--- config.mk ---
export PLATFORM = sky130hd
export DESIGN_NAME = sd_block_fetch_ctrl_flat
export DESIGN_NICKNAME = d
export VERILOG_FILES = /design/src/rtl/sd_pkg.sv /design/src/rtl/sd_block_fetch_ctrl_if.sv /design/src/rtl/sd_block_buffer.sv /design/src/rtl/sd_block_fetch_ctrl.sv /design/src/flat_wrapper.sv
export SDC_FILE = /design/constraint.sdc
export NUM_CORES = 2
export LEC_CHECK = 0
export CAP_MARGIN = 20
export CORE_MARGIN = 2
export CORE_UTILIZATION = 57
export DETAILED_ROUTE_END_ITERATION = 10
export PLACE_DENSITY = 0.74
export RECOVER_POWER = 50
export SYNTH_ARGS = -nofsm -noshare
export SYNTH_HDL_FRONTEND = slang
export SYNTH_SLANG_ARGS = --single-unit
--- constraint.sdc ---
create_clock -name iCLK -period 2.3 [get_ports iCLK]
set_input_delay 0.46 -clock iCLK [delete_from_list [all_inputs] [get_ports iCLK]]
set_output_delay 0.46 -clock iCLK [all_outputs]
set_load 0.01 [all_outputs]
--- src/rtl/sd_pkg.sv ---
// Shared definitions for the SD block-fetch path.
// - FSM state encodings (3-bit) used by sd_block_fetch_ctrl.
// - SD block size in bytes.
// - MMIO register addresses of the CPU-facing SD interface.
package sd_pkg;

  typedef logic [2:0] state_t;

  localparam state_t ST_IDLE       = 3'd0;
  localparam state_t ST_WAIT_READY = 3'd1;
  localparam state_t ST_ISSUE      = 3'd2;
  localparam state_t ST_RECV       = 3'd3;
  localparam state_t ST_DONE       = 3'd4;
  localparam state_t ST_ERR        = 3'd5;

  localparam int SD_BLOCK_BYTES = 512;

  localparam logic [31:0] SD_INTERFACE_ADDR = 32'h0000_FF00;
  localparam logic [31:0] SD_INTERFACE_DATA = 32'h0000_FF04;
  localparam logic [31:0] SD_INTERFACE_CTRL = 32'h0000_FF08;

endpackage

--- src/rtl/sd_block_fetch_ctrl_if.sv ---
// Handshake bundle between the block-fetch controller and the SPI SD core.
//   sd_ready          core -> ctrl  core idle (1) / busy (0)
//   sd_rd             ctrl -> core  read request
//   sd_address        ctrl -> core  block address
//   sd_dout           core -> ctrl  streamed byte
//   sd_byte_available core -> ctrl  byte-valid level
// master = controller side, slave = SD core side.
interface sd_block_fetch_ctrl_if;

  logic        sd_ready;
  logic        sd_rd;
  logic [31:0] sd_address;
  logic [7:0]  sd_dout;
  logic        sd_byte_available;

  modport master (
    input  sd_ready,
    input  sd_dout,
    input  sd_byte_available,
    output sd_rd,
    output sd_address
  );

  modport slave (
    output sd_ready,
    output sd_dout,
    output sd_byte_available,
    input  sd_rd,
    input  sd_address
  );

endinterface

--- src/rtl/sd_block_buffer.sv ---
// Local block buffer: simple dual-port RAM, one write port and one
// synchronous read port (1-cycle latency), DEPTH x 8.
//   clk, rst        clock / async active-high reset (read register only)
//   we, waddr, wdata write port
//   raddr, rdata    read port; a same-address write returns the old byte
module sd_block_buffer #(
  parameter int DEPTH = 512,
  parameter int AW    = 9
) (
  input  logic          clk,
  input  logic          rst,
  input  logic          we,
  input  logic [AW-1:0] waddr,
  input  logic [7:0]    wdata,
  input  logic [AW-1:0] raddr,
  output logic [7:0]    rdata
);

  logic [7:0] mem [DEPTH];
  logic [7:0] rdata_q, rdata_d;

  // Contents are not reset so the array maps onto block RAM.
  always_ff @(posedge clk) begin
    if (we) mem[waddr] <= wdata;
  end

  always_comb begin
    rdata_d = mem[raddr];
  end

  always_ff @(posedge clk or posedge rst) begin
    if (rst) rdata_q <= 8'h00;
    else     rdata_q <= rdata_d;
  end

  assign rdata = rdata_q;

endmodule

--- src/rtl/sd_block_fetch_ctrl.sv ---
// Single-block read sequencer between the MMIO SD registers and the SPI SD core.
// Accepts a block address, waits for the core to be idle, pulses the read
// request, and stores the streamed bytes in a local buffer.
//   iCLK, Reset         clock / async active-high reset
//   req_valid/addr      CPU request strobe + block address; req_ready = !busy
//   sd                  SD core handshake (master side)
//   buf_rd_addr/data    CPU buffer read port, 1-cycle latency
//   busy, done, error   status; done/error sticky until next accepted request
//   byte_count          bytes received in current/last transfer
module sd_block_fetch_ctrl
  import sd_pkg::*;
#(
  parameter int BLOCK_BYTES = SD_BLOCK_BYTES,
  parameter int CNT_W       = 10,
  parameter int BUF_AW      = 9,
  parameter int TIMEOUT_CYC = 2**20
) (
  input  logic                iCLK,
  input  logic                Reset,
  input  logic                req_valid,
  input  logic [31:0]         req_addr,
  output logic                req_ready,
  sd_block_fetch_ctrl_if.master sd,
  input  logic [BUF_AW-1:0]   buf_rd_addr,
  output logic [7:0]          buf_rd_data,
  output logic                busy,
  output logic                done,
  output logic                error,
  output logic [CNT_W-1:0]    byte_count
);

  localparam int                TMO_W    = $clog2(TIMEOUT_CYC + 1);
  localparam logic [TMO_W-1:0]  TMO_MAX  = TMO_W'(TIMEOUT_CYC);
  localparam logic [CNT_W-1:0]  LAST_IDX = CNT_W'(BLOCK_BYTES - 1);

  state_t             state_q, state_d;
  logic [31:0]        addr_q, addr_d;
  logic [CNT_W-1:0]   cnt_q, cnt_d;
  logic [TMO_W-1:0]   tmo_q, tmo_d;
  logic               avail_prev_q, avail_prev_d;

  logic accept;
  logic take;
  logic tmo_hit;
  logic last_byte;

  assign accept    = req_valid && req_ready;
  // A byte is taken only on a rising edge of the byte-valid level.
  assign take      = (state_q == ST_RECV) && sd.sd_byte_available && !avail_prev_q;
  assign tmo_hit   = (tmo_q == TMO_MAX);
  assign last_byte = (cnt_q == LAST_IDX);

  // State register
  always_ff @(posedge iCLK or posedge Reset) begin
    if (Reset) state_q <= ST_IDLE;
    else       state_q <= state_d;
  end

  // Next-state logic
  always_comb begin
    state_d = state_q;
    case (state_q)
      ST_IDLE, ST_DONE, ST_ERR: begin
        if (req_valid) state_d = ST_WAIT_READY;
      end
      ST_WAIT_READY: begin
        if (sd.sd_ready)  state_d = ST_ISSUE;
        else if (tmo_hit) state_d = ST_ERR;
      end
      ST_ISSUE: begin
        if (!sd.sd_ready) state_d = ST_RECV;
      end
      ST_RECV: begin
        if (take && last_byte)  state_d = ST_DONE;
        else if (!take && tmo_hit) state_d = ST_ERR;
      end
      default: state_d = ST_IDLE;
    endcase
  end

  // Output logic (Moore, decoded from state; sd_rd drops with async reset)
  always_comb begin
    sd.sd_rd  = 1'b0;
    busy      = 1'b0;
    done      = 1'b0;
    error     = 1'b0;
    case (state_q)
      ST_WAIT_READY: busy = 1'b1;
      ST_ISSUE: begin
        busy     = 1'b1;
        sd.sd_rd = 1'b1;
      end
      ST_RECV:  busy  = 1'b1;
      ST_DONE:  done  = 1'b1;
      ST_ERR:   error = 1'b1;
      default: ;
    endcase
    req_ready = !busy;
  end

  // Address latch, byte counter, timeout counter and edge detector
  always_comb begin
    addr_d       = addr_q;
    cnt_d        = cnt_q;
    tmo_d        = tmo_q;
    avail_prev_d = sd.sd_byte_available;

    if (accept) begin
      addr_d = req_addr;
      cnt_d  = '0;
      tmo_d  = '0;
    end

    case (state_q)
      ST_WAIT_READY: begin
        if (!tmo_hit) tmo_d = tmo_q + TMO_W'(1);
      end
      ST_ISSUE: begin
        tmo_d        = '0;
        // Prime the detector so a level already high on entry is not a byte.
        avail_prev_d = 1'b1;
      end
      ST_RECV: begin
        if (take) begin
          cnt_d = cnt_q + CNT_W'(1);
          tmo_d = '0;
        end else if (!tmo_hit) begin
          tmo_d = tmo_q + TMO_W'(1);
        end
      end
      default: ;
    endcase
  end

  always_ff @(posedge iCLK or posedge Reset) begin
    if (Reset) begin
      addr_q       <= '0;
      cnt_q        <= '0;
      tmo_q        <= '0;
      avail_prev_q <= 1'b0;
    end else begin
      addr_q       <= addr_d;
      cnt_q        <= cnt_d;
      tmo_q        <= tmo_d;
      avail_prev_q <= avail_prev_d;
    end
  end

  assign sd.sd_address = addr_q;
  assign byte_count    = cnt_q;

  sd_block_buffer #(
    .DEPTH (BLOCK_BYTES),
    .AW    (BUF_AW)
  ) u_buf (
    .clk   (iCLK),
    .rst   (Reset),
    .we    (take),
    .waddr (cnt_q[BUF_AW-1:0]),
    .wdata (sd.sd_dout),
    .raddr (buf_rd_addr),
    .rdata (buf_rd_data)
  );

endmodule

--- src/flat_wrapper.sv ---
// flat-port wrapper written by rule: the top's interface ports become plain ports
module sd_block_fetch_ctrl_flat import sd_pkg::*;
#(
  parameter int BLOCK_BYTES = SD_BLOCK_BYTES,
  parameter int CNT_W       = 10,
  parameter int BUF_AW      = 9,
  parameter int TIMEOUT_CYC = 2**20
)
  (iCLK, Reset, req_valid, req_addr, req_ready, buf_rd_addr, buf_rd_data, busy, done, error, byte_count, sd_sd_ready, sd_sd_dout, sd_sd_byte_available, sd_sd_rd, sd_sd_address);
  sd_block_fetch_ctrl_if sd_i ();
  input  logic iCLK;
  input  logic Reset;
  input  logic req_valid;
  input  logic [31:0] req_addr;
  output logic req_ready;
  input  logic [BUF_AW-1:0] buf_rd_addr;
  output logic [7:0] buf_rd_data;
  output logic busy;
  output logic done;
  output logic error;
  output logic [CNT_W-1:0] byte_count;
  input wire logic [$bits(sd_i.sd_ready)-1:0] sd_sd_ready;
  input wire logic [$bits(sd_i.sd_dout)-1:0] sd_sd_dout;
  input wire logic [$bits(sd_i.sd_byte_available)-1:0] sd_sd_byte_available;
  output wire logic [$bits(sd_i.sd_rd)-1:0] sd_sd_rd;
  output wire logic [$bits(sd_i.sd_address)-1:0] sd_sd_address;
  assign sd_i.sd_ready = sd_sd_ready;
  assign sd_i.sd_dout = sd_sd_dout;
  assign sd_i.sd_byte_available = sd_sd_byte_available;
  assign sd_sd_rd = sd_i.sd_rd;
  assign sd_sd_address = sd_i.sd_address;
  sd_block_fetch_ctrl #(.BLOCK_BYTES(BLOCK_BYTES), .CNT_W(CNT_W), .BUF_AW(BUF_AW), .TIMEOUT_CYC(TIMEOUT_CYC)) u_core (.iCLK(iCLK), .Reset(Reset), .req_valid(req_valid), .req_addr(req_addr), .req_ready(req_ready), .sd(sd_i), .buf_rd_addr(buf_rd_addr), .buf_rd_data(buf_rd_data), .busy(busy), .done(done), .error(error), .byte_count(byte_count));
endmodule
==> parameters.txt <==
Parameter                              Value

Global routing
  GR Overflow Total    0
  Number of global-route vias before repair    94450
  Number of antenna violations at the first check in global routing    15
  First-pass GRT wire length    658400 um
  Pin count of the biggest net entering global routing    148
  Global routing usage summed across all routing layers    31.17%

STA
  Highest clock rate    361.4 MHz
  Minimum period implied by the final worst setup slack    2.767 ns
  Rel. slew slack    -46.81%
  Slew at the pin closest to its max-slew limit    2.202 ns
  Count of final setup violators    2194
  Count of pins over their slew limit    92
  Worst Clk Skew    0.05172 ns
  Share of the clock period used by the worst path after layout    120.3%
  Setup WS post-layout    -0.4669 ns
  Final Hold Fails    0
  Unrepaired setup endpoints after global routing    yes

Final layout
  Final instance count without filler cells    14310
  Area overhead of the layout relative to synthesis    20.05%
  Most frequent cells in the layout    sky130_fd_sc_hd__edfxtp_1, sky130_fd_sc_hd__buf_4, sky130_fd_sc_hd__mux2i_1
  Layout Nets    10270
  Proportion of layout cells with a drive suffix above 1    31.48%
  Commonest non-fill, non-tap cell in the layout    sky130_fd_sc_hd__edfxtp_1
  Number of inserted filler cells in the final layout    17010

Synth
  Synthesis warning total    0
  Number of enable-type register cells in the synthesized netlist    4096
  Post-synthesis cell count    8455
  Prevailing post-synth register cell    sky130_fd_sc_hd__edfxtp_1
  Synthesized netlist net count    8515
  Number of synthesized register bits    4171
  Seq/Total Area, Yosys    76.04%
  Synth Area per Inst    19.42 um2
  Post-synth design cell area    0.1642 mm2
  Number of library cell types mapped by synthesis    78
  Share of flip-flops with an asynchronous set or reset after synthesis    1.798%

Detailed routing
  Routed via count    95120
  Drt drc    0
  Total wire length after detailed routing    463200 um
  Per-cell via count in the routed design    6.648
  Drt initial violations    14370
  Antenna-violating nets left    0
  Number of detailed-routing iterations run before antenna repair    8
  Average detailed-routed wire length per instance    32.37 um

Floorplan
  Die boundary width    540.8 um
  Num ports    109
  Core Box Area    0.2874 mm2
  Effective utilization at floorplan    57.14%
  Number of rows in the core area    197
  Full die area    0.2924 mm2
  DIE HEIGHT    540.8 um

Setup path
  Capture instance of the worst register-to-register path    u_core.u_buf.rdata[0]$_DFF_PP0_
  Type of origin of the critical path    input port
  Endpoint arrival time on the critical path    3.36 ns
  Crit. End Element    register
  Worst setup path category    input port to register
  R2R Path Start    u_core.u_buf.mem[127][0]$_DFFE_PP_
  Crit path required time    2.89 ns
  CP Max Fanout    147
  Worst-case register-to-register setup slack    -0.41 ns
  Worst Setup SP    sd_sd_dout[0]
  Length in cells of the worst reg-to-reg path    11

CTS
  Clock root buffer master    sky130_fd_sc_hd__clkbuf_16
  Deepest level of the CTS H-tree    5
  Worst-Skew Late Latency    0.93 ns
  Num CTS Buffers    401
  CTS tree    yes
  Clock-pin slew on the worst setup and hold paths    0.06 ns
  Maximum count of clock buffers along a single path    4
  TritonCTS Sinks    4171

Worst hold path
  Class of the tightest hold or removal check    input port to register
  Worst Hold Depth    3
  Hold endpoint    u_core.sd.sd_address[23]$_DFFE_PP0P_
  Worst Hold Launch    req_addr[23]

Placement
  Global placement routability congestion    1.012
  Placed insts    13520
  Sum of net half-perimeters after detailed placement    295000 um
  Input/output buffers    108
  Placement Setup Slack    -2.102 ns

Pwr
  Max IR drop VDD    755.1 uV
  Power per unit of standard cell area    816.7 mW/mm2
  Static leakage    67.01 nW

Flow run
  Max-capacitance violation count    4

Outcome
  Run status    finished with violations
  Violated checks    capacitance limit, slew limit, setup timing
## power breakdown
| part | internal (mW) | total (mW) | switching, mW |
|---|---|---|---|
| Clock | 37.6 | 65.7 | 28.1 |
| Sequential | 83.8 | 84.1 | 0.291 |
| Combinational | 4.42 | 11.3 | 6.84 |
| Total | 126 | 161 | 35.2 |
## worst max path at each step
stage / end / slack, ns / cells after the start
6_report: u_core.u_buf.mem[8][0]$_DFFE_PP_ / -0.47 / 3
5_1_grt: u_core.u_buf.mem[8][0]$_DFFE_PP_ / -0.40 / 3
4_1_cts: u_core.u_buf.rdata[0]$_DFF_PP0_ / -0.34 / 10
3_5_place_dp: u_core.u_buf.rdata[7]$_DFF_PP0_ / -2.10 / 13
3_3_place_gp: u_core.u_buf.rdata[7]$_DFF_PP0_ / -2.02 / 12
2_1_floorplan: u_core.u_buf.rdata[7]$_DFF_PP0_ / -0.19 / 11
## cell type report
class                   instances  area (um2)  share of cell area (%)
clock inverters               228        2333                   1.184
diodes                          4       10.01                0.005077
well taps                    3781        4731                   2.400
inverters                      12       63.81                 0.03237
multi-input cells            3749       37180                   18.86
clock buffers                 493       10590                   5.372
repair buffers               1870       17360                   8.803
flip-flops and latches       4171      124900                   63.34
## critical path, stage by stage
cell and delay, ns:
sky130_fd_sc_hd__dlygate4sd3_1 0.53, sky130_fd_sc_hd__clkbuf_1 1.54, sky130_fd_sc_hd__buf_12 0.48
## repair_timing
item                       4_1_cts  5_1_grt
hold endpoints to repair       121        0
hold buffers                     9        0
gates resized for setup        259      110
setup endpoints to repair      133     2063
buffers inserted                25       24
pin swaps                       38       25
cloned                           5        6
## state kept, by name, indices dropped and copies added, names as in the netlist
register,flops
u_core.byte_count,10
u_core.u_buf.mem,4096
u_core.u_buf.rdata,8
u_core.tmo_q,21
u_core.avail_prev_q,1
u_core.state_q,3
u_core.sd.sd_address,32
## synth_stat cells (8+ instances only)
cell                        instances  area, um2
sky130_fd_sc_hd__a2111oi_0         16      140.1
sky130_fd_sc_hd__a211oi_1          24      180.2
sky130_fd_sc_hd__a21oi_1          149      745.7
sky130_fd_sc_hd__a22oi_1           32      240.2
sky130_fd_sc_hd__a31oi_1           36      225.2
sky130_fd_sc_hd__a32oi_1           11      96.34
sky130_fd_sc_hd__and3_1            15      93.84
sky130_fd_sc_hd__buf_1             38      142.6
sky130_fd_sc_hd__buf_12            29      580.6
sky130_fd_sc_hd__buf_2            102      510.5
sky130_fd_sc_hd__buf_4             30      225.2
sky130_fd_sc_hd__buf_6             79      889.6
sky130_fd_sc_hd__buf_8             31      465.5
sky130_fd_sc_hd__clkbuf_1         203      762.0
sky130_fd_sc_hd__clkbuf_4           9      67.56
sky130_fd_sc_hd__dfrtp_1           75       1877
sky130_fd_sc_hd__edfxtp_1        4096     123000
sky130_fd_sc_hd__inv_1             11      41.29
sky130_fd_sc_hd__mux2i_1          734       7347
sky130_fd_sc_hd__mux4_1            46       1209
sky130_fd_sc_hd__mux4_2           642      14460
sky130_fd_sc_hd__nand2_1          326       1224
sky130_fd_sc_hd__nand2b_1           9      56.30
sky130_fd_sc_hd__nand3_1           53      265.3
sky130_fd_sc_hd__nand4_1           20      125.1
sky130_fd_sc_hd__nor2_1           655       2459
sky130_fd_sc_hd__nor3_1           189      945.9
sky130_fd_sc_hd__nor3b_1            9      67.56
sky130_fd_sc_hd__nor4_1            40      250.2
sky130_fd_sc_hd__o2111ai_1         10      87.58
sky130_fd_sc_hd__o21ai_0          117      585.6
sky130_fd_sc_hd__o221ai_1         208       1822
sky130_fd_sc_hd__o22ai_1          220       1376
sky130_fd_sc_hd__o22ai_2           10      125.1
sky130_fd_sc_hd__o31ai_1           10      75.07
sky130_fd_sc_hd__o32ai_1           14      122.6
sky130_fd_sc_hd__or2_2              8      50.05
sky130_fd_sc_hd__or3_1              8      50.05
sky130_fd_sc_hd__or4_1             18      135.1
sky130_fd_sc_hd__xor2_1            15      131.4
## per-stage QoR
stage	setup TNS [ns]	hold slack [ns]	util, %	power (mW)	area (um2)
after global placement	-1572.81	0.4595	63.58	96.03	182700
after CTS	-1.695	0.01088	68.50	160.9	196900
after detailed placement	-1781.29	0.4673	63.58	96.32	182700
final	-289.79	0.05251	68.60	161.0	197200
after global routing	-248.71	0.03966	68.60	164.5	197200
after floorplan	-1.490	0.4602	-	90.67	164800
## metal layers
metal / global-route usage [%] / vias to the layer above / part of all wire [%]
met4: 14.30 / 10 / 5.6
li1: - / 38230 / -
met5: 0 / - / 0.015
met3: 7.406 / 1291 / 13
met2: 47.72 / 7213 / 46
met1: 42.95 / 48380 / 36
## logic make-up (layout without fill, tap and decap cells)
group / after synthesis / count (layout) / share of synthesized area (%)
other: 0 / 4 / 0
DFF: 4171 / 4171 / 76.04
buffers and inverters: 535 / 2603 / 2.255
xor gates and xnor gates: 17 / 17 / 0.09067
AOI/OAI and AO/OA: 911 / 911 / 3.854
and+or+nand+nor: 1390 / 1390 / 3.684
muxes: 1425 / 1425 / 14.03
adders and majority gates: 6 / 6 / 0.04571
No activity file was read; power rests on OpenSTA's default activity.
